**src/rtl/cds_pkg.sv**
```systemverilog
// Shared types and width helpers for the CDS skip accumulator.
//   cds_state_e : sequencing states of the sprocket-window FSM
//   acc_w()     : width of one window sum (sample width + counter headroom)
//   pix_w()     : width of the pixel sum (window diff + skip headroom)
package cds_pkg;

   typedef enum logic [2:0] {
      ST_IDLE     = 3'd0,
      ST_WAIT_PED = 3'd1,
      ST_ACC_PED  = 3'd2,
      ST_WAIT_SIG = 3'd3,
      ST_ACC_SIG  = 3'd4
   } cds_state_e;

   localparam int PIXEL_CLUSTER_SIZE_DEF = 16;
   localparam int ADC_W_DEF              = 18;
   localparam int WIN_CNT_W_DEF          = 8;
   localparam int SKIP_W_DEF             = 10;

   function automatic int acc_w(input int adc_w, input int win_cnt_w);
      return adc_w + win_cnt_w;
   endfunction

   // One extra bit for the SIG-PED difference, SKIP_W bits for the skip sum.
   function automatic int pix_w(input int adc_w, input int win_cnt_w, input int skip_w);
      return adc_w + win_cnt_w + 1 + skip_w;
   endfunction

endpackage

```
**src/rtl/cds_window_acc.sv**
```systemverilog
// Integrates signed ADC samples over one sprocket window.
// Ports:
//   clk, reset     : clock, async active-low reset
//   clear          : zero sum and sample counter (wins over enable)
//   enable         : window is open this cycle
//   adc_valid      : adc_data carries a sample
//   adc_data       : signed sample
//   sum            : signed running window sum
//   sat            : a sample was dropped because the counter is full
module cds_window_acc
   import cds_pkg::*;
#(
   parameter  int ADC_W     = ADC_W_DEF,
   parameter  int WIN_CNT_W = WIN_CNT_W_DEF,
   localparam int ACC_W     = acc_w(ADC_W, WIN_CNT_W)
) (
   input  logic                    clk,
   input  logic                    reset,
   input  logic                    clear,
   input  logic                    enable,
   input  logic                    adc_valid,
   input  logic signed [ADC_W-1:0] adc_data,
   output logic signed [ACC_W-1:0] sum,
   output logic                    sat
);

   logic [WIN_CNT_W-1:0] cnt;
   logic                 take;
   logic                 full;

   assign take = enable & adc_valid & ~clear;
   assign full = (cnt == {WIN_CNT_W{1'b1}});
   assign sat  = take & full;

   // The counter bounds the sum, so the sum itself can never wrap.
   always_ff @(posedge clk or negedge reset) begin
      if (!reset) begin
         cnt <= '0;
         sum <= '0;
      end else if (clear) begin
         cnt <= '0;
         sum <= '0;
      end else if (take && !full) begin
         cnt <= cnt + WIN_CNT_W'(1);
         sum <= sum + ACC_W'(adc_data);
      end
   end

endmodule

```
**src/rtl/cds_skip_accumulator.sv**
```systemverilog
// CDS skip accumulator: integrates PED/SIG sprocket windows, accumulates
// SIG-PED over skip_samples repetitions and streams one pixel per completion.
// Ports:
//   clk, reset               : clock, async active-low reset
//   running                  : sequencer running; low aborts to IDLE
//   skip_samples             : skips per pixel (0 acts as 1), latched at pixel start
//   sprocket_PED/SIG         : integration window strobes
//   adc_data, adc_valid      : signed ADC sample stream
//   pixel_data/index/valid   : output pixel, held until pixel_ready
//   pixel_ready              : downstream accept
//   cluster_done             : pulse after accepting the last index of a cluster
//   err_overlap/order/overrun/sat : sticky errors, cleared by reset or running rise
//
// state        | meaning
// ST_IDLE      | stopped; waiting for running
// ST_WAIT_PED  | waiting for a pedestal window to open
// ST_ACC_PED   | integrating pedestal samples
// ST_WAIT_SIG  | pedestal done; waiting for a signal window
// ST_ACC_SIG   | integrating signal samples; fall commits one skip
module cds_skip_accumulator
   import cds_pkg::*;
#(
   parameter  int PIXEL_CLUSTER_SIZE = PIXEL_CLUSTER_SIZE_DEF,
   parameter  int ADC_W              = ADC_W_DEF,
   parameter  int WIN_CNT_W          = WIN_CNT_W_DEF,
   parameter  int SKIP_W             = SKIP_W_DEF,
   localparam int ACC_W              = acc_w(ADC_W, WIN_CNT_W),
   localparam int PIX_W              = pix_w(ADC_W, WIN_CNT_W, SKIP_W),
   localparam int IDX_W              = $clog2(PIXEL_CLUSTER_SIZE)
) (
   input  logic                    clk,
   input  logic                    reset,
   input  logic                    running,
   input  logic [SKIP_W-1:0]       skip_samples,
   input  logic                    sprocket_PED,
   input  logic                    sprocket_SIG,
   input  logic signed [ADC_W-1:0] adc_data,
   input  logic                    adc_valid,
   output logic signed [PIX_W-1:0] pixel_data,
   output logic [IDX_W-1:0]        pixel_index,
   output logic                    pixel_valid,
   input  logic                    pixel_ready,
   output logic                    cluster_done,
   output logic                    err_overlap,
   output logic                    err_order,
   output logic                    err_overrun,
   output logic                    err_sat
);

   localparam logic [IDX_W-1:0] IDX_MAX = IDX_W'(PIXEL_CLUSTER_SIZE - 1);

   cds_state_e              state;
   logic                    ped_s1, sig_s1, vld_s1;
   logic                    ped_s2, sig_s2;
   logic signed [ADC_W-1:0] adc_s1;
   logic                    run_q;
   logic [SKIP_W-1:0]       skip_target;
   logic [SKIP_W-1:0]       skip_cnt;
   logic signed [PIX_W-1:0] pixel_acc;
   logic                    done_pend;

   logic                    overlap, active, start, commit, accept;
   logic                    ped_rise, ped_fall, sig_rise, sig_fall;
   logic                    ped_en, sig_en, win_clear;
   logic                    ped_sat, sig_sat;
   logic signed [ACC_W-1:0] ped_sum, sig_sum;
   logic signed [ACC_W:0]   diff;
   logic [SKIP_W-1:0]       skip_next;
   logic [SKIP_W-1:0]       skip_req;

   assign overlap  = ped_s1 & sig_s1;
   assign ped_rise = ped_s1 & ~ped_s2;
   assign ped_fall = ~ped_s1 & ped_s2;
   assign sig_rise = sig_s1 & ~sig_s2;
   assign sig_fall = ~sig_s1 & sig_s2;

   assign active = running & (state != ST_IDLE);
   assign start  = running & (state == ST_IDLE);
   assign commit = active & ~overlap & (state == ST_ACC_SIG) & sig_fall;
   assign accept = pixel_valid & pixel_ready;

   // The opening-edge cycle already carries the first sample of the window.
   assign ped_en = active & ~overlap & ped_s1 &
                   ((state == ST_ACC_PED) | ((state == ST_WAIT_PED) & ped_rise));
   assign sig_en = active & ~overlap & sig_s1 &
                   ((state == ST_ACC_SIG) | ((state == ST_WAIT_SIG) & sig_rise));
   assign win_clear = commit | ~running;

   assign diff      = (ACC_W+1)'(sig_sum) - (ACC_W+1)'(ped_sum);
   assign skip_next = skip_cnt + SKIP_W'(1);
   assign skip_req  = (skip_samples == '0) ? SKIP_W'(1) : skip_samples;

   cds_window_acc #(.ADC_W(ADC_W), .WIN_CNT_W(WIN_CNT_W)) u_ped_acc (
      .clk       (clk),
      .reset     (reset),
      .clear     (win_clear),
      .enable    (ped_en),
      .adc_valid (vld_s1),
      .adc_data  (adc_s1),
      .sum       (ped_sum),
      .sat       (ped_sat)
   );

   cds_window_acc #(.ADC_W(ADC_W), .WIN_CNT_W(WIN_CNT_W)) u_sig_acc (
      .clk       (clk),
      .reset     (reset),
      .clear     (win_clear),
      .enable    (sig_en),
      .adc_valid (vld_s1),
      .adc_data  (adc_s1),
      .sum       (sig_sum),
      .sat       (sig_sat)
   );

   always_ff @(posedge clk or negedge reset) begin
      if (!reset) begin
         state        <= ST_IDLE;
         ped_s1       <= 1'b0;
         sig_s1       <= 1'b0;
         vld_s1       <= 1'b0;
         adc_s1       <= '0;
         ped_s2       <= 1'b0;
         sig_s2       <= 1'b0;
         run_q        <= 1'b0;
         skip_target  <= SKIP_W'(1);
         skip_cnt     <= '0;
         pixel_acc    <= '0;
         done_pend    <= 1'b0;
         pixel_data   <= '0;
         pixel_index  <= '0;
         pixel_valid  <= 1'b0;
         cluster_done <= 1'b0;
         err_overlap  <= 1'b0;
         err_order    <= 1'b0;
         err_overrun  <= 1'b0;
         err_sat      <= 1'b0;
      end else begin
         ped_s1 <= sprocket_PED;
         sig_s1 <= sprocket_SIG;
         vld_s1 <= adc_valid;
         adc_s1 <= adc_data;
         ped_s2 <= ped_s1;
         sig_s2 <= sig_s1;
         run_q  <= running;

         cluster_done <= 1'b0;
         if (accept) begin
            pixel_valid  <= 1'b0;
            pixel_index  <= (pixel_index == IDX_MAX) ? '0 : pixel_index + IDX_W'(1);
            cluster_done <= (pixel_index == IDX_MAX);
         end

         // A landing pixel wins over the clear from a same-cycle accept.
         if (done_pend) begin
            pixel_data  <= pixel_acc;
            pixel_valid <= 1'b1;
            if (pixel_valid && !pixel_ready)
               err_overrun <= 1'b1;
            pixel_acc   <= '0;
            skip_cnt    <= '0;
            done_pend   <= 1'b0;
            skip_target <= skip_req;
         end

         if (running && !run_q) begin
            err_overlap <= 1'b0;
            err_order   <= 1'b0;
            err_overrun <= 1'b0;
            err_sat     <= 1'b0;
         end

         if (!running) begin
            state     <= ST_IDLE;
            pixel_acc <= '0;
            skip_cnt  <= '0;
            done_pend <= 1'b0;
         end else begin
            case (state)
               ST_IDLE: begin
                  state       <= ST_WAIT_PED;
                  skip_target <= skip_req;
                  pixel_index <= '0;
                  pixel_acc   <= '0;
                  skip_cnt    <= '0;
               end
               ST_WAIT_PED: begin
                  if (!overlap) begin
                     if (ped_rise)
                        state <= ST_ACC_PED;
                     else if (sig_rise)
                        err_order <= 1'b1;
                  end
               end
               ST_ACC_PED: begin
                  if (!overlap && ped_fall)
                     state <= ST_WAIT_SIG;
               end
               ST_WAIT_SIG: begin
                  if (!overlap && sig_rise)
                     state <= ST_ACC_SIG;
               end
               ST_ACC_SIG: begin
                  if (commit) begin
                     state     <= ST_WAIT_PED;
                     pixel_acc <= pixel_acc + PIX_W'(diff);
                     skip_cnt  <= skip_next;
                     done_pend <= (skip_next == skip_target);
                  end
               end
               default: state <= ST_IDLE;
            endcase
         end

         if (active && overlap)
            err_overlap <= 1'b1;
         if (ped_sat || sig_sat)
            err_sat <= 1'b1;
      end
   end

endmodule

```
**config.mk**
```make
export PLATFORM = sky130hd
export DESIGN_NAME = cds_skip_accumulator
export DESIGN_NICKNAME = d
export VERILOG_FILES = /design/src/rtl/cds_pkg.sv /design/src/rtl/cds_window_acc.sv /design/src/rtl/cds_skip_accumulator.sv
export SDC_FILE = /design/constraint.sdc
export NUM_CORES = 1
export LEC_CHECK = 0
export ABC_AREA = 1
export CAP_MARGIN = 20
export CORE_UTILIZATION = 60
export CTS_CLUSTER_SIZE = 28
export DETAILED_ROUTE_END_ITERATION = 12
export PLACE_DENSITY = 0.78
export RECOVER_POWER = 25
export SLEW_MARGIN = 25
export SYNTH_ARGS = -nofsm -noshare
export SYNTH_HDL_FRONTEND = slang
export SYNTH_HIERARCHICAL = 1
export SYNTH_SLANG_ARGS = --single-unit
```
**constraint.sdc**
```tcl
create_clock -name clk -period 7.69 [get_ports clk]
set_input_delay 0.769 -clock clk [delete_from_list [all_inputs] [get_ports clk]]
set_output_delay 0.769 -clock clk [all_outputs]
set_load 0.01 [all_outputs]
```
* Yosys cells after proc, flatten, opt, wreduce, memory -nomap -nowiden
Index checks and enable logic that the tools add are counted.
** Storage, ports and cells
- Register bits :: 200
- Logic and storage cells :: 151
** Operators by class
- $add $sub $neg :: 8
- Eq/ne operators :: 13
- Mux-type cells :: 49
- Bitwise logic cells :: 32
- Reduce and logical (&&, ||, !) cells :: 25
** Operator list (count)
- 2-to-1 mux 37 bit :: 3
- 2-to-1 mux 26 bit :: 4
- one-hot mux 37 bit (2 select lines) :: 1
- 2-to-1 mux 10 bit :: 7
- adder 26 x 18 -> 26 bit :: 2
- adder 37 x 27 -> 37 bit :: 1
- 2-to-1 mux 8 bit :: 4
- subtractor 26 x 26 -> 27 bit :: 1
- bitwise AND 1 bit :: 22
- one-hot mux 10 bit (2 select lines) :: 1
- 2-to-1 mux 1 bit :: 18
- 2-to-1 mux 3 bit :: 6
- adder 8 x 1 -> 8 bit (second input constant) :: 2
- equality test 8 bit (second input constant) :: 2
- 2-to-1 mux 4 bit :: 4
- one-hot mux 3 bit (5 select lines) :: 1
- nonzero test 2 bit :: 7
- adder 10 x 1 -> 10 bit (second input constant) :: 1
- equality test 10 bit :: 1
- logical NOT 10 bit :: 1
- != test 3 bit (second input constant) :: 3
- logical AND 1 bit :: 7
- inverter 1 bit :: 7
- equality test 3 x 2 -> 1 bit (second input constant) :: 2
- 12 further kinds :: 19

* Longest topological paths before layout
Gate-level depths: netlist (run 1).
- Depth in word-level cells :: 11
- Mapped depth :: 18

* Modules after synthesis
Netlist (run 1), hierarchy kept.
** Modules (own cells, without submodules)
- cds_skip_accumulator :: instances 1, cells each 1230, area an instance 9023.7 um^2, seq. area each 3304.4 um^2
- cds_window_acc :: instances 2, cells each 524, area an instance 3225.6 um^2, seq. area each 850.8 um^2

* Least setup slack after synthesis (run 1)
No wires, ideal clock.
- Kind :: reg-to-reg
- Start :: register u_ped_acc.sum[25]
- End :: register pixel_acc[33]
- Library setup time :: 144 ps
- Arrival :: 2450 ps
- Slack :: 5096 ps
- Stages on the path, launching flop included :: 12
- Clock period less this slack :: 2594 ps
- Path through :: dfrtp_1 > fa_1 > inv_1 > ha_1 > a21oi_1 > nor2_1 > o21ai_0 > nand2_1 > a21oi_1 > nand3_1 > nand3_1 > a21oi_1
** Between the ends
- Longest elaborated chain between the ends :: 5
** Ends and longest elaborated chain
- start, declared :: line cds_window_acc.sv:23 : output logic signed [ACC_W-1:0] sum,
- start signal, assigned :: line cds_window_acc.sv:45 : sum <= sum + ACC_W'(adc_data);
- subtractor 26 x 26 -> 27 bit :: line cds_skip_accumulator.sv:89 : assign diff = (ACC_W+1)'(sig_sum) - (ACC_W+1)'(ped_sum);
- adder 37 x 27 -> 37 bit :: line cds_skip_accumulator.sv:205 : pixel_acc <= pixel_acc + PIX_W'(diff);
- 2-to-1 mux 37 bit :: line cds_skip_accumulator.sv:203 : if (commit) begin
- one-hot mux 37 bit (2 select lines) :: line cds_skip_accumulator.sv:178 : case (state)
- 2-to-1 mux 37 bit :: line cds_skip_accumulator.sv:172 : if (!running) begin
- end signal, assigned :: line cds_skip_accumulator.sv:205
- end, declared :: line cds_skip_accumulator.sv:59 : logic signed [PIX_W-1:0] pixel_acc;
Every way passes these cells.
A chain may end at the register's enable or synchronous reset.

* Final worst setup path (run 1)
- Start :: input port running
- End :: register u_sig_acc.sum[12]
** Between the ends
- Longest elaborated chain between the ends :: 9
** Ends and longest elaborated chain
- start, declared :: line cds_skip_accumulator.sv:33 : input logic running,
- bitwise AND 1 bit :: line cds_skip_accumulator.sv:77 : assign active = running & (state != ST_IDLE);
- bitwise AND 1 bit (3 in a row) :: line cds_skip_accumulator.sv:79 : assign commit = active & ~overlap & (state == ST_ACC_SIG) & sig_fall;
- OR 1 bit (*) :: line cds_skip_accumulator.sv:87 : assign win_clear = commit | ~running;
- net win_clear :: line cds_skip_accumulator.sv:64 : logic ped_en, sig_en, win_clear;
- inverter 1 bit :: line cds_window_acc.sv:31 : assign take = enable & adc_valid & ~clear;
- bitwise AND 1 bit :: line cds_window_acc.sv:31
- logical AND 1 bit :: line cds_window_acc.sv:43 : end else if (take && !full) begin
- nonzero test 2 bit (no line)
- end signal, assigned :: line cds_window_acc.sv:45
- end, declared :: line cds_window_acc.sv:23
Mark *: on every way through the listed nets, which the timed path passes. The rest lies on a longest branch.

==> flow_metrics.py, run 1 <==
metrics = {
    "run_status": {
        "failed_checks": "capacitance limit, slew limit",
        "status": "finished, violations left",
    },
    "critical_path": {
        "cp-start-kind": "input pin",
        "crit_type": "in -> reg",
        "crit_path_end_kind": "register",
        "required_ns": 8.02,
        "crit_arrival_ns": 4.41,
        "path_max_fanout": 50,
    },
    "floorplan": {
        "core-area_um2": 25250,
        "pin_count": 82,
        "die-area_um2": 26440,
        "die_w_um": 162.6,
        "initial_core_util": 0.6128,
        "rows": 58,
        "die_h_um": 162.6,
    },
    "detailed_routing": {
        "drt-total-wl_um": 41720,
        "viasPerCell": 5.382,
        "vias": 14490,
        "drt_iter0_drc": 1157,
        "drcViolationCount": 0,
        "wl_per_cell_um": 15.50,
        "drtAntennaViolNets": 0,
        "dr.pass1.iters": 6,
    },
    "cells_and_area": {
        "multi_input_area_um2": 8571,
        "seqCellArea_um2": 5006,
        "utilization": 0.6787,
        "syn_to_final_growth_pct": 10.76,
        "fill_cells": 2232,
        "drive_gt1_frac": 0.04149,
        "diodes": 0,
        "final_nets": 2513,
    },
    "synth": {
        "synth_area_um2": 15470,
        "synth_most_common_cell": "nand2_1",
        "synthCells": 2278,
        "synthTopCellsByArea": "dfrtp_1 (32%), nand2_1 (18%), inv_1 (11%)",
        "synth_cell_type_count": 48,
        "synth_seq_cells": 200,
        "yosys.area.top_type": "dfrtp_1",
        "yosysTopAreaCellShare": 0.3218,
        "synth_edf_count": 0,
        "ys_seq_area_frac": 0.3235,
        "async_flop_share": 1.000,
        "ys.warnings.count": 6,
        "syn_nets": 2442,
        "synth_common_cells": "nand2_1 (750), inv_1 (434), dfrtp_1 (199)",
        "ys.flop_type": "dfrtp_1",
        "postSynthAreaPerCell_um2": 6.793,
    },
    "clock_network": {
        "holdBufCountCts": 0,
        "cts_sinks": 200,
        "clk_pin_slew_ns": 0.08,
        "worstSkewPairLatency_ns": 0.45,
        "cts-root-buf": "clkbuf_16",
        "cts_resized": 0,
        "htreeDepth": 4,
        "cts_buffer_depth": 2,
        "cts_buffers": 17,
        "post_cts_buffers": 0,
        "cts_tree": "built",
    },
    "grt": {
        "grt_pass1_vias": 13980,
        "use_met1": 0.4115,
        "grt_max_degree": 129,
        "grt_use_met2": 0.5705,
        "antenna_found_initial": 0,
        "grt_pass1_wl_um": 67790,
        "grt.total_usage": 0.3277,
        "grt.met3_usage": 0.04329,
        "busiest_layer": "met2",
        "overflow": 0,
    },
    "sta": {
        "finalWorstSetupSlack_ns": 3.611,
        "period_share": 0.5304,
        "finClkSkew_ns": 0.01947,
        "min_period_ns": 4.079,
        "slew_viol_final": 68,
        "fin_tns_setup_ns": 0,
        "setup_viol": 0,
        "rsz0062_at_grt": "no",
        "worst_pin_slew_ns": 3.724,
        "relSlewSlack": -1.483,
        "finalHoldViolCount": 0,
        "fmax_mhz": 245.2,
    },
    "power": {
        "cellLeakagePower_uw": 0.009363,
        "ir_worst_vdd_uv": 137.9,
        "power_uw": 2734,
        "p_per_area_nw_per_um2": 159.5,
    },
    "job": {
        "drv_cap": 1,
    },
    "worst_hold_path": {
        "hold_class": "reg -> reg",
    },
    "placement": {
        "dp_hpwl_um": 32180,
        "gp_congestion": 0.9844,
        "portBuffers": 81,
        "pre_cts_ws_ns": 3.208,
    },
}
[cell families (layout without fill, tap and decap cells)]
kind of cell | count (synthesis) | after routing | share of synthesized area
AND/OR/NAND/NOR | 1148 | 1148 | 0.3097
buffers and inverters | 476 | 560 | 0.1227
AO/OA/AOI/OAI | 294 | 294 | 0.1037
flip-flops | 200 | 200 | 0.3235
adder cells (fa/ha/maj) | 129 | 129 | 0.1227
XOR/XNOR | 30 | 30 | 0.01698
multiplexers | 1 | 1 | 0.0007276
[layout make-up]
cell class	count	share of cell area
flip-flops and latches	200	0.2921
clock inverters	15	0.01139
inverters	442	0.09709
multi-input cells	1602	0.5000
clock buffers	17	0.02482
repair buffers	86	0.05051
well taps	330	0.02409
[placed cells by master, fill, tap and decap left out, types with 38 or more instances in the layout]
master	n
fa_1	38
clkdlybuf4s50_1	59
nand3_1	141
inv_1	432
nand2_1	750
dfrtp_1	199
o21ai_0	111
a21oi_1	124
nor2_1	159
ha_1	91
[stage by stage]
step	hold slack, ns	instance area, um2	std cells
6_report	0.4263	17140	2692
5_1_grt	0.4420	17140	2692
4_1_cts	0.4261	17120	2691
3_5_place_dp	0.4101	16500	2659
3_3_place_gp	0.4067	16500	2659
2_1_floorplan	0.3741	15470	2278
[flip-flops by register name, summed over array words and instances, names as in the netlist, 3 cells and up]
name / flops
pixel_index: 4
u_ped_acc/sum: 26
adc_s1: 18
state: 3
skip_target: 10
u_sig_acc/sum: 26
pixel_data: 37
u_sig_acc/cnt: 8
pixel_acc: 37
skip_cnt: 10
u_ped_acc/cnt: 8
[final timing paths]
check	startpoint	to	slack, ns	depth (start not counted)
setup / recovery	running	u_sig_acc/sum[12]$_DFFE_PN0P_	3.61	17
hold / removal	sig_s1$_DFF_PN0_	sig_s2$_DFF_PN0_	0.43	0
setup reg to reg	u_sig_acc/sum[25]$_DFFE_PN0P_	pixel_acc[34]$_DFF_PN0_	4.30	13
hold reg to reg	sig_s1$_DFF_PN0_	sig_s2$_DFF_PN0_	0.43	0
max in group asynchronous	reset	u_ped_acc/sum[13]$_DFFE_PN0P_	3.84	3
min in group asynchronous	reset	skip_target[5]$_DFF_PN0_	1.59	1
[power by group]
part | switching (uW) | total (uW) | internal (uW) | leakage (uW)
combinational | 461 | 648 | 187 | 0.00635
clock | 504 | 954 | 450 | 0.000301
sequential | 35.5 | 1130 | 1100 | 0.00272
total | 1000 | 2730 | 1730 | 0.00936
[routing by layer]
metal,share of wire,routed length (um),vias up
li1,-,-,7246
met2,0.49,20510,409
met1,0.43,17780,6743
met3,0.049,2047,90
met4,0.033,1381,0
met5,0,0,-
[critical path, cell delays in order]
cell	delay, ns
clkdlybuf4s50_1	0.65
inv_2	0.11
buf_4	0.54
nor2_2	0.16
nand2_4	0.12
nor3_4	0.04
buf_4	0.25
nor2_1	0.19
inv_1	0.16
inv_1	0.19
nand3_1	0.14
inv_1	0.13
nand2_4	0.14
nand2_4	0.16
clkinv_2	0.35
nand2_1	0.18
o21ai_0	0.09
No activity file was read; power rests on OpenSTA's default activity.
==> run 2, diff against run 1 <==
==> constraint.sdc (replaced) <==
create_clock -name clk -period 4 [get_ports clk]
set_input_delay 0.4 -clock clk [delete_from_list [all_inputs] [get_ports clk]]
set_output_delay 0.4 -clock clk [all_outputs]
set_load 0.01 [all_outputs]
==> flow_metrics.py, run 2 (synthesized netlist as in run 1, its figures left out) <==
metrics = {
    "run_status": {
        "status": "finished, violations left",
        "failed_checks": "capacitance limit, slew limit",
    },
    "grt": {
        "grt_pass1_vias": 14170,
        "overflow": 0,
        "grt.total_usage": 0.3361,
        "grt.met3_usage": 0.03667,
        "grt_pass1_wl_um": 69290,
        "use_met1": 0.4191,
        "antenna_found_initial": 0,
        "grt_max_degree": 110,
        "grt_use_met2": 0.5930,
        "busiest_layer": "met2",
    },
    "floorplan": {
        "die-area_um2": 26440,
        "initial_core_util": 0.6128,
        "die_w_um": 162.6,
        "rows": 58,
        "die_h_um": 162.6,
        "core-area_um2": 25250,
        "pin_count": 82,
    },
    "placement": {
        "gp_congestion": 0.9607,
        "dp_hpwl_um": 32840,
        "dpl.cell_count": 2661,
        "placed_area_um2": 16530,
        "pre_cts_ws_ns": 0.6413,
        "portBuffers": 81,
    },
    "detailed_routing": {
        "vias": 14510,
        "wl_per_cell_um": 15.80,
        "drt-total-wl_um": 42550,
        "drtAntennaViolNets": 0,
        "dr.pass1.iters": 5,
        "drt_iter0_drc": 1036,
        "drcViolationCount": 0,
        "viasPerCell": 5.388,
    },
    "sta": {
        "fin_tns_setup_ns": 0,
        "relSlewSlack": -0.9142,
        "worst_pin_slew_ns": 2.871,
        "fmax_mhz": 300.5,
        "period_share": 0.8319,
        "rsz0062_at_grt": "no",
        "finalHoldViolCount": 0,
        "setup_viol": 0,
        "slew_viol_final": 109,
        "finClkSkew_ns": 0.01489,
        "finalWorstSetupSlack_ns": 0.6723,
        "min_period_ns": 3.328,
    },
    "critical_path": {
        "cp_slowest_cell": "fa_1",
        "cp_top_family": "adder cells",
        "cp-start-kind": "register",
        "crit_arrival_ns": 3.70,
        "crit_path_end_kind": "register",
        "path_max_fanout": 11,
        "required_ns": 4.37,
        "max_stage_delay_ns": 0.63,
        "cp_cell_sequence": "inv_1 > fa_1 > inv_1 > ha_1 > a21oi_1 > inv_1 > nand3_1 > nand3_1 > a21oi_1 > nand2_1 > nand2_1 > nand3_1 > a21oi_1",
        "path_buf_inv": 3,
        "crit_type": "reg -> reg",
    },
    "cells_and_area": {
        "drive_gt1_frac": 0.04232,
        "fill_cells": 2242,
        "syn_to_final_growth_pct": 10.81,
        "mostFrequentLayoutCell": "nand2_1",
        "final_cell_mix": "nand2_1 (750), inv_1 (432), dfrtp_1 (199)",
        "final_nets": 2514,
        "diodes": 0,
        "top_regs": "pixel_acc: 37 flops, pixel_data: 37 flops",
        "finalNonFillerCells": 2693,
        "postLayoutCellArea_um2": 17150,
    },
    "clock_network": {
        "cts_buffer_depth": 2,
        "holdBufCountCts": 0,
        "cts_sinks": 200,
        "cts_buffers": 17,
        "cts_resized": 0,
        "post_cts_buffers": 0,
        "cts-root-buf": "clkbuf_16",
        "worstSkewPairLatency_ns": 0.46,
        "cts_tree": "built",
        "clk_pin_slew_ns": 0.09,
        "htreeDepth": 4,
    },
    "power": {
        "ir_worst_vdd_uv": 284.0,
        "cellLeakagePower_uw": 0.009371,
        "p_per_area_nw_per_um2": 308.0,
    },
    "worst_hold_path": {
        "hold_class": "reg -> reg",
    },
    "job": {
        "drv_cap": 1,
    },
}
## run 2: cell count changes in the layout (fill, tap and decap cells not counted), sizes merged
cell | previous run | this run
buf | 5 | 6
inv | 447 | 449
clkinv | 10 | 8
## run 2: through the flow
step	utilization	total power (uW)	hold WS [ns]
2_1_floorplan	-	3133	0.1044
4_1_cts	0.6794	5298	0.1128
3_5_place_dp	0.6544	3439	0.4120
3_3_place_gp	0.6544	3409	0.3995
6_report	0.6790	5281	0.4207
5_1_grt	0.6790	5538	0.4345
## run 2: area by class of cell
type	instances	area [um2]	share of cell area
Tap cell	330	412.9	0.02408
Sequential cell	200	5006	0.2919
Clock buffer	17	425.4	0.02481
Inverter	442	1664	0.09705
Timing Repair Buffer	87	863.3	0.05035
Multi-Input combinational cell	1602	8571	0.4998
Clock inverter	15	205.2	0.01197
## run 2: power breakdown
part	internal [uW]	switching (uW)	leakage [uW]	total, uW
Combinational	359	879	0.00635	1240
Sequential	2110	69.5	0.00272	2180
Clock	875	990	0.000306	1860
## run 2: path summary, 6_finish.rpt
kind / from / depth (start not counted) / endpoint / slack [ns]
setup / recovery: u_sig_acc/sum[25]$_DFFE_PN0P_ / 13 / pixel_acc[36]$_DFF_PN0_ / 0.67
max in group asynchronous: reset / 1 / u_ped_acc/sum[23]$_DFFE_PN0P_ / 1.47
min in group asynchronous: reset / 1 / skip_target[9]$_DFF_PN0_ / 0.82
hold / removal: sig_s1$_DFF_PN0_ / 0 / sig_s2$_DFF_PN0_ / 0.42
hold reg to reg: sig_s1$_DFF_PN0_ / 0 / sig_s2$_DFF_PN0_ / 0.42
setup reg to reg: u_sig_acc/sum[25]$_DFFE_PN0P_ / 13 / pixel_acc[36]$_DFF_PN0_ / 0.67
## run 2: per-layer routing
layer | part of all wire | vias to the layer above | wire length [um]
li1 | - | 7243 | -
met1 | 0.43 | 6760 | 18120
met2 | 0.49 | 419 | 21040
met3 | 0.046 | 87 | 1960
met4 | 0.034 | 0 | 1430
met5 | 0 | - | 0
==> run 3, diff against run 2 <==
--- a/config.mk
+++ b/config.mk
@@ -7,10 +7,10 @@
 export LEC_CHECK = 0
 export ABC_AREA = 1
 export CAP_MARGIN = 20
-export CORE_UTILIZATION = 60
+export CORE_UTILIZATION = 56
 export CTS_CLUSTER_SIZE = 28
 export DETAILED_ROUTE_END_ITERATION = 12
-export PLACE_DENSITY = 0.78
+export PLACE_DENSITY = 0.76
 export RECOVER_POWER = 25
 export SLEW_MARGIN = 25
 export SYNTH_ARGS = -nofsm -noshare
==> constraint.sdc (replaced) <==
create_clock -name clk -period 2.9 [get_ports clk]
set_input_delay 0.29 -clock clk [delete_from_list [all_inputs] [get_ports clk]]
set_output_delay 0.29 -clock clk [all_outputs]
set_load 0.01 [all_outputs]
==> flow_metrics.py, run 3 (synthesized netlist as in run 1, its figures left out) <==
metrics = {
    "cells_and_area": {
        "final_cell_mix": "nand2_1 (739), inv_1 (432), dfrtp_1 (199)",
        "top_regs": "pixel_acc: 37 flops, pixel_data: 37 flops",
        "mostFrequentLayoutCell": "nand2_1",
        "syn_to_final_growth_pct": 13.92,
        "postLayoutCellArea_um2": 17630,
        "drive_gt1_frac": 0.07152,
        "final_nets": 2542,
        "diodes": 0,
        "finalNonFillerCells": 2732,
    },
    "floorplan": {
        "pin_count": 82,
        "core-area_um2": 27030,
        "initial_core_util": 0.5726,
        "die_w_um": 168.2,
        "die_h_um": 168.2,
        "die-area_um2": 28300,
        "rows": 60,
    },
    "detailed_routing": {
        "dr.pass1.iters": 7,
        "drt-total-wl_um": 43340,
        "viasPerCell": 5.398,
        "drt_iter0_drc": 1093,
        "vias": 14750,
        "drcViolationCount": 0,
        "wl_per_cell_um": 15.86,
        "drtAntennaViolNets": 0,
    },
    "sta": {
        "min_period_ns": 2.835,
        "whs_ns": 0.3851,
        "finalHoldViolCount": 0,
        "slew_viol_final": 75,
        "period_share": 0.9775,
        "worst_pin_slew_ns": 2.041,
        "relSlewSlack": -0.3610,
        "fin_tns_setup_ns": 0,
        "setup_viol": 0,
        "finClkSkew_ns": 0.01098,
        "rsz0062_at_grt": "yes",
        "fmax_mhz": 352.7,
        "finalWorstSetupSlack_ns": 0.06512,
    },
    "clock_network": {
        "cts-root-buf": "clkbuf_16",
        "cts_buffer_depth": 2,
        "clk_pin_slew_ns": 0.08,
        "htreeDepth": 4,
        "worstSkewPairLatency_ns": 0.45,
        "cts_sinks": 200,
        "cts_buffers": 17,
        "cts_tree": "built",
    },
    "critical_path": {
        "crit_arrival_ns": 3.20,
        "cp_cell_sequence": "clkinvlp_4 > buf_4 > fa_1 > inv_1 > ha_1 > inv_1 > o21ai_0 > nor2_1 > nand2_1 > a21oi_2 > nand2_1 > nand2_1 > nand3_1 > a21oi_1",
        "cp_slowest_cell": "fa_1",
        "crit_path_end_kind": "register",
        "required_ns": 3.27,
        "r2r_cells": 14,
        "cp-start-kind": "register",
        "r2r_start": "u_sig_acc/sum[25]$_DFFE_PN0P_",
        "path_max_fanout": 7,
        "crit_type": "reg -> reg",
        "max_stage_delay_ns": 0.48,
        "endpoint": "pixel_acc[34]$_DFF_PN0_",
        "cpMostUsedCell": "nand2_1",
        "reg2reg_to": "pixel_acc[34]$_DFF_PN0_",
        "worstSetupStartpoint": "u_sig_acc/sum[25]$_DFFE_PN0P_",
        "rrSetupSlack_ns": 0.07,
    },
    "run_status": {
        "status": "finished, violations left",
        "failed_checks": "capacitance limit, slew limit",
    },
    "power": {
        "seq_power_share": 0.404,
        "power.switching_uw": 2570,
        "power_frac_clock": 0.352,
        "internal_power_uw": 4867,
        "switching_share": 0.3456,
        "power_frac_comb": 0.244,
        "ir_worst_vdd_uv": 381.9,
        "p_per_area_nw_per_um2": 421.9,
        "cellLeakagePower_uw": 0.009550,
    },
    "grt": {
        "grt_max_degree": 77,
        "grt_pass1_vias": 14200,
        "grt_pass1_wl_um": 69860,
        "antenna_found_initial": 0,
        "overflow": 0,
        "grt.total_usage": 0.3154,
    },
    "placement": {
        "pre_cts_ws_ns": 0.03170,
        "dpl.cell_count": 2695,
        "dp_hpwl_um": 33580,
        "gp_congestion": 0.9891,
        "placed_area_um2": 16760,
        "portBuffers": 81,
    },
    "worst_hold_path": {
        "hold_class": "in -> reg",
    },
    "job": {
        "drv_cap": 1,
    },
}
-- run 3: worst min-delay path by stage --
stage	from	end	slack (ns)	cells past startpoint
2_1_floorplan	reset	adc_s1[0]$_DFF_PN0_	-0.006	0
6_report	sprocket_PED	ped_s1$_DFF_PN0_	0.39	1
4_1_cts	adc_data[17]	adc_s1[17]$_DFF_PN0_	0.26	1
5_1_grt	adc_data[16]	adc_s1[16]$_DFF_PN0_	0.37	1
3_5_place_dp	reset	skip_target[6]$_DFF_PN0_	0.37	1
3_3_place_gp	reset	skip_target[5]$_DFF_PN0_	0.37	1
-- run 3: critical path: cells and delay by family, from the launching register on --
kind,cells,cell delay (ns)
AOI/OAI and AO/OA,3,0.47
adders and majority gates,2,0.82
buffers and inverters,4,0.58
DFF,1,0.41
and+or+nand+nor,5,0.47
-- run 3: through the flow --
step           total power (uW)    util
4_1_cts                    7398  0.6439
6_report                   7438  0.6523
3_5_place_dp               4794  0.6202
5_1_grt                    7810  0.6523
2_1_floorplan              4321       -
3_3_place_gp               4757  0.6202
-- run 3: layout make-up --
type / count / area, um2
Inverter: 442 / 1668
Sequential cell: 200 / 5006
Clock inverter: 13 / 187.7
Timing Repair Buffer: 115 / 1122
Clock buffer: 19 / 442.9
Multi-Input combinational cell: 1602 / 8776
Tap cell: 341 / 426.7
Fill cell: 2462 / 9397
-- run 3: timing repair --
action | CTS | global route
gates resized for setup | 0 | 56
setup endpoints to repair | 0 | 21
hold endpoints to repair | 71 | 0
hold buffers | 1 | 0
buffers inserted | 0 | 4
-- run 3: metal layers --
layer	global-route usage	vias to the layer above	wire length [um]
li1	-	7307	-
met1	0.3959	6933	18440
met2	0.5555	433	21580
met3	0.03714	73	1990
met4	0.1206	0	1333
met5	0	-	0
-- run 3: power by group through the flow --
stage	combinational (uW)	clock, uW	sequential, uW
4_1_cts	1760	2640	3000
6_report	1810	2620	3000
3_5_place_dp	1740	0	3050
2_1_floorplan	1290	0	3030
5_1_grt	2040	2750	3020
3_3_place_gp	1710	0	3050
